==> src/rtl/max_pool_2x2.sv <==
// Streaming 2x2/stride-2 signed max-pool over a row-major m x n tile, one word per handshake.
// Latency: pooled word valid one cycle after the fourth contributing input is accepted.
// Backpressure: in_ready drops while a pooled word is held and out_ready is low.
module max_pool_2x2 #(
    parameter int DW       = 16,
    parameter int MAX_COLS = 30
) (
    input  logic          clk,
    input  logic          reset,
    input  logic          start,
    input  logic [4:0]    m,
    input  logic [4:0]    n,
    input  logic          in_valid,
    input  logic [DW-1:0] in_data,
    output logic          in_ready,
    output logic          out_valid,
    output logic [DW-1:0] out_data,
    output logic          out_last,
    input  logic          out_ready,
    output logic          done,
    output logic          err
);

    localparam int LB_DEPTH = MAX_COLS / 2;
    localparam int LB_AW    = (LB_DEPTH > 1) ? $clog2(LB_DEPTH) : 1;
    localparam logic [4:0] MAX_N = 5'(MAX_COLS);

    typedef enum logic [1:0] {
        S_IDLE  = 2'd0,
        S_RUN   = 2'd1,
        S_FLUSH = 2'd2,
        S_FIN   = 2'd3
    } state_t;

    state_t state_q, state_d;

    logic [4:0]       m_q, n_q;
    logic [4:0]       r, c;
    logic [DW-1:0]    p;
    logic             err_q;
    logic [DW-1:0]    line_buf [LB_DEPTH];
    logic [LB_AW-1:0] lb_idx;

    logic          dims_bad;
    logic          accept;
    logic          at_end;
    logic          load;
    logic [DW-1:0] pair_max;
    logic [DW-1:0] pool_max;

    function automatic logic [DW-1:0] smax(input logic [DW-1:0] a, input logic [DW-1:0] b);
        return ($signed(a) >= $signed(b)) ? a : b;
    endfunction

    assign dims_bad = (m == 5'd0) || (n == 5'd0) || m[0] || n[0] || (n > MAX_N);
    assign accept   = in_valid && in_ready;
    assign at_end   = (r == m_q - 5'd1) && (c == n_q - 5'd1);
    assign load     = accept && r[0] && c[0];
    assign lb_idx   = LB_AW'(c >> 1);
    assign pair_max = smax(p, in_data);
    // Odd rows fold in the pair maximum saved from the even row above.
    assign pool_max = smax(pair_max, line_buf[lb_idx]);

    always_ff @(posedge clk) begin
        if (reset) begin
            state_q <= S_IDLE;
        end else begin
            state_q <= state_d;
        end
    end

    always_comb begin
        state_d = state_q;
        unique case (state_q)
            S_IDLE: begin
                if (start) begin
                    state_d = dims_bad ? S_FIN : S_RUN;
                end
            end
            S_RUN: begin
                if (accept && at_end) begin
                    state_d = S_FLUSH;
                end
            end
            S_FLUSH: begin
                if (out_valid && out_ready && out_last) begin
                    state_d = S_FIN;
                end
            end
            S_FIN: begin
                state_d = S_IDLE;
            end
            default: state_d = S_IDLE;
        endcase
    end

    always_comb begin
        in_ready = (state_q == S_RUN) && (!out_valid || out_ready);
        done     = (state_q == S_FIN);
        err      = (state_q == S_FIN) && err_q;
    end

    always_ff @(posedge clk) begin
        if (reset) begin
            m_q   <= '0;
            n_q   <= '0;
            err_q <= 1'b0;
            r     <= '0;
            c     <= '0;
            p     <= '0;
        end else if (state_q == S_IDLE && start) begin
            m_q   <= m;
            n_q   <= n;
            err_q <= dims_bad;
            r     <= '0;
            c     <= '0;
        end else if (accept) begin
            if (!c[0]) begin
                p <= in_data;
            end
            if (c == n_q - 5'd1) begin
                c <= '0;
                r <= r + 5'd1;
            end else begin
                c <= c + 5'd1;
            end
        end
    end

    always_ff @(posedge clk) begin
        if (accept && !r[0] && c[0]) begin
            line_buf[lb_idx] <= pair_max;
        end
    end

    // A fresh result wins over the handshake clear, keeping out_valid high back-to-back.
    always_ff @(posedge clk) begin
        if (reset) begin
            out_valid <= 1'b0;
            out_data  <= '0;
            out_last  <= 1'b0;
        end else if (load) begin
            out_valid <= 1'b1;
            out_data  <= pool_max;
            out_last  <= at_end;
        end else if (out_valid && out_ready) begin
            out_valid <= 1'b0;
            out_last  <= 1'b0;
        end
    end

endmodule

==> config.mk <==
export PLATFORM = sky130hd
export DESIGN_NAME = max_pool_2x2
export DESIGN_NICKNAME = d
export VERILOG_FILES = /design/src/rtl/max_pool_2x2.sv
export SDC_FILE = /design/constraint.sdc
export NUM_CORES = 1
export LEC_CHECK = 0
export ABC_CLOCK_PERIOD_IN_PS = 5750
export CELL_PAD_IN_SITES_DETAIL_PLACEMENT = 1
export CELL_PAD_IN_SITES_GLOBAL_PLACEMENT = 2
export CORE_MARGIN = 3
export CORE_UTILIZATION = 41
export DETAILED_ROUTE_END_ITERATION = 8
export MAX_ROUTING_LAYER = met4
export PLACE_DENSITY_LB_ADDON = 0.1
export SLEW_MARGIN = 10
export SYNTH_ARGS = -nofsm -noshare
export SYNTH_HDL_FRONTEND = slang
export SYNTH_SLANG_ARGS = --single-unit
==> constraint.sdc <==
create_clock -name clk -period 5.75 [get_ports clk]
set_clock_uncertainty 0.15 [all_clocks]
set_input_delay 1.15 -clock clk [delete_from_list [all_inputs] [get_ports clk]]
set_output_delay 1.15 -clock clk [all_outputs]
set_load 0.01 [all_outputs]
==> impl_metrics.prom, run 1 <==
# TYPE chip_impl_metric gauge
chip_impl_metric{name="detail_route.vias_per_cell",unit=""} 5.59
chip_impl_metric{name="reg2reg_depth",unit=""} 16
chip_impl_info{name="critical_path_class",value="in2reg"} 1
chip_impl_info{name="synth_top_area_cell",value="edfxtp_1"} 1
chip_impl_metric{name="drv_slew",unit=""} 0
chip_impl_metric{name="timing_hold_violations_final",unit=""} 0
chip_impl_info{name="crit_path_start",value="in_data[7]"} 1
chip_impl_metric{name="grt_pass1_wl",unit="µm"} 50900
chip_impl_metric{name="required_time_of_the_worst_setup_path",unit="ns"} 5.99
chip_impl_metric{name="nFillCells",unit=""} 2994
chip_impl_metric{name="fp.dieArea",unit="µm²"} 34200
chip_impl_info{name="worst_setup_path_endpoint",value="out_data[3]"} 1
chip_impl_metric{name="share_of_the_yosys_chip_area_belonging_to_registers",unit=""} 0.643
chip_impl_metric{name="max_slew_margin",unit=""} 0.260
chip_impl_metric{name="clock_latency",unit="ns"} 0.51
chip_impl_metric{name="antennaDiodeCount",unit=""} 0
chip_impl_metric{name="die_width",unit="µm"} 185
chip_impl_metric{name="io_buffers",unit=""} 51
chip_impl_metric{name="max_freq",unit="MHz"} 185
chip_impl_metric{name="cellLeakagePower",unit="nW"} 5.65
chip_impl_metric{name="numCtsBuffers",unit=""} 35
chip_impl_metric{name="drive_above_1_share",unit=""} 0.213
chip_impl_metric{name="p_per_area",unit="nW/µm²"} 336
chip_impl_metric{name="num_vias",unit=""} 7707
chip_impl_info{name="post_synth_main_area_contributors",value="edfxtp_1, mux4_2, dfxtp_1, mux2i_1, ha_1"} 1
chip_impl_metric{name="worst_pin_slew",unit="ns"} 1.11
chip_impl_info{name="grt_setup_unrepaired",value="no"} 1
chip_impl_metric{name="clock_tree.htree_level_count",unit=""} 2
chip_impl_info{name="critPathLaunchType",value="primary input"} 1
chip_impl_metric{name="place_hpwl",unit="µm"} 21900
chip_impl_metric{name="finalWeightedCongestion",unit=""} 0.851
chip_impl_metric{name="grt.total_usage",unit=""} 0.204
chip_impl_info{name="clock_tree_from_tritoncts",value="yes"} 1
chip_impl_metric{name="layout.cell_area.non_filler",unit="µm²"} 15700
chip_impl_metric{name="netlist_area",unit="µm²"} 13100
chip_impl_info{name="ys_dominant_reg_cell",value="edfxtp_1"} 1
chip_impl_metric{name="initial_core_util",unit=""} 0.422
chip_impl_metric{name="synth_top_area_frac",unit=""} 0.550
chip_impl_metric{name="post_synth_num_cell_types",unit=""} 48
chip_impl_metric{name="detail_route.wl_per_cell",unit="µm"} 23.9
chip_impl_metric{name="clock_sink_count",unit=""} 301
chip_impl_metric{name="syn-instance-count",unit=""} 842
chip_impl_metric{name="fp-row-count",unit=""} 64
chip_impl_metric{name="clk_pin_slew",unit="ns"} 0.06
chip_impl_metric{name="cts_repair_resize_count",unit=""} 0
chip_impl_metric{name="core_area",unit="µm²"} 31100
chip_impl_metric{name="yosysWarnings",unit=""} 0
chip_impl_metric{name="finalSetupViolCount",unit=""} 0
chip_impl_metric{name="total_negative_setup_slack",unit="ns"} 0
chip_impl_metric{name="max-clock-path-buffers",unit=""} 3
chip_impl_info{name="clk_root_buffer_cell",value="clkbuf_16"} 1
chip_impl_metric{name="dieHeight",unit="µm"} 185
chip_impl_metric{name="number_of_violations_reported_at_the_end_of_detailed_routing_iteration_0",unit=""} 614
chip_impl_metric{name="grt_max_degree",unit=""} 52
chip_impl_metric{name="post_route_drc",unit=""} 0
chip_impl_metric{name="synth_edf_count",unit=""} 240
chip_impl_metric{name="postSynth.asyncResetShare",unit=""} 0
chip_impl_metric{name="area_growth",unit="%"} 19.7
chip_impl_info{name="worst_r2r_startpoint",value="p[7]"} 1
chip_impl_metric{name="ir_worst_vdd",unit="V"} 0.000187
chip_impl_metric{name="synthesis.area_per_instance",unit="µm²"} 15.6
chip_impl_info{name="yosys.cell_count.top_type",value="edfxtp_1"} 1
chip_impl_metric{name="timing.critical_path.arrival",unit="ns"} 5.63
chip_impl_metric{name="fin_crit_sh",unit=""} 0.938
chip_impl_metric{name="finalNetCount",unit=""} 1029
chip_impl_metric{name="maxCapViolations",unit=""} 0
chip_impl_info{name="synth.top_cells.by_count",value="edfxtp_1, mux2i_1, mux4_2, dfxtp_1, nand2_1"} 1
chip_impl_metric{name="syn_nets",unit=""} 914
chip_impl_metric{name="detail-route-antenna-nets",unit=""} 0
chip_impl_metric{name="overflow",unit=""} 0
chip_impl_metric{name="antenna_found_initial",unit=""} 0
chip_impl_metric{name="r2r_slack",unit="ns"} 1.17
chip_impl_info{name="hold_path_class",value="reg2reg"} 1
chip_impl_metric{name="totalWireLength",unit="µm"} 32900
chip_impl_metric{name="ys_ff_latch",unit=""} 301
chip_impl_info{name="result_of_the_run",value="finished clean"} 1
chip_impl_metric{name="detailed_place.area",unit="µm²"} 14500
chip_impl_info{name="critical_path.endpoint_type",value="flip-flop"} 1
chip_impl_metric{name="io-pin-count",unit=""} 52
chip_impl_metric{name="drt_pass1_iterations",unit=""} 5
chip_impl_metric{name="largest_driver_fanout_on_the_critical_path",unit=""} 16
chip_impl_metric{name="via_count_of_the_first_global_routing_pass",unit=""} 8267
chip_impl_info{name="regToRegEndpoint",value="out_data[3]"} 1
chip_impl_metric{name="final.min_clock_period",unit="ns"} 5.39
how the worst min path moves through the flow:
| stage | startpoint | to | slack [ns] | depth (start not counted) |
|---|---|---|---|---|
| floorplan | m_q[4] | m_q[4] | 0.30 | 2 |
| global placement | n_q[1] | n_q[1] | 0.32 | 2 |
| detailed placement | n_q[1] | n_q[1] | 0.33 | 2 |
| CTS | m_q[1] | m_q[1] | 0.33 | 2 |
| global route | m_q[1] | m_q[1] | 0.35 | 2 |
| finish | n_q[1] | n_q[1] | 0.33 | 2 |
routing by layer:
layer  vias up  wire length [µm]  global-route usage  part of all wire
li1       3468                 -                   -                 -
met3        39              1620              0.0324             0.049
met5         -                 0                   -                 0
met1      4020             14700               0.275              0.45
met4         0               505              0.0408             0.015
met2       180             16100               0.331              0.49
kinds of logic after synthesis:
group | after synthesis | share of synthesized area
xor+xnor | 19 | 0.0127
buf+inv | 82 | 0.0262
compound gates | 86 | 0.0445
fa+ha+maj | 41 | 0.0391
simple gates | 168 | 0.0628
flops | 301 | 0.643
mux | 145 | 0.172
metrics by stage:
stage / util / hold slack [ns] / total power [W] / instances / setup WS [ns]
floorplan: - / 0.298 / 0.00294 / 842 / 0.00912
global placement: 0.468 / 0.316 / 0.00314 / 1314 / -0.447
detailed placement: 0.468 / 0.326 / 0.00318 / 1314 / -0.549
CTS: 0.505 / 0.333 / 0.00534 / 1379 / 0.300
global route: 0.505 / 0.352 / 0.00551 / 1379 / 0.0417
finish: 0.505 / 0.331 / 0.00528 / 1379 / 0.359
flip-flops by register name, indices dropped and copies added (netlist names), 2 cells and up, named ones only:
| signal | cells |
|---|---|
| n_q | 5 |
| m_q | 5 |
| state_q | 2 |
| r | 5 |
| p | 16 |
| c | 5 |
| out_data | 16 |
| line_buf | 240 |
cell usage in the layout, fill, tap and decap left out, types with 8 or more instances in the layout:
master,instances
o21ai_0,22
a21oi_1,26
a221o_1,17
nor3_1,8
ha_1,41
nor2_1,39
dfxtp_1,59
clkdlybuf4s50_1,51
clkinv_2,9
mux2i_1,78
mux4_2,64
xor2_1,9
and2_1,18
edfxtp_1,240
clkbuf_16,36
xnor2_1,10
nand2_1,52
buf_4,61
inv_1,42
power by group:
part	internal [W]	switching, W
clock network	0.00127	0.000874
logic	0.000253	0.000371
registers	0.00247	0.0000392
timing repair:
item	4_1_cts	5_1_grt
hold buffers	0	0
hold endpoints to repair	0	0
buffers inserted	2	0
setup endpoints to repair	6	0
worst max-delay path: stages:
cell and delay, ns:
clkdlybuf4s50_1 0.48, inv_1 0.05, ha_1 0.31, and4_1 0.22
nand4_1 0.19, nor4_1 0.70, nor3_4 0.06, buf_12 0.19
mux2i_1 0.12, mux2i_1 0.40, ha_1 0.33, a2111o_1 0.39
a31oi_1 0.16, a21oi_1 0.06, o31a_1 0.14, nor3b_2 0.19
buf_12 0.17, a221o_1 0.29
area by class of cell:
type | instances | area [µm²] | share of cell area
inverter | 42 | 158 | 0.0100
clock buffer | 43 | 947 | 0.0603
sequential | 301 | 8430 | 0.537
timing repair buffer | 118 | 1090 | 0.0694
tap | 396 | 495 | 0.0316
clock inverter | 20 | 173 | 0.0110
multi-input combinational | 459 | 4400 | 0.280
Power figures use the tool's default switching activity.
==> run 2, diff against run 1 <==
- GPL_ROUTABILITY_DRIVEN: default -> 0
==> results of run 2 <==
Final layout, timing and power as in run 1 (identical DEF).
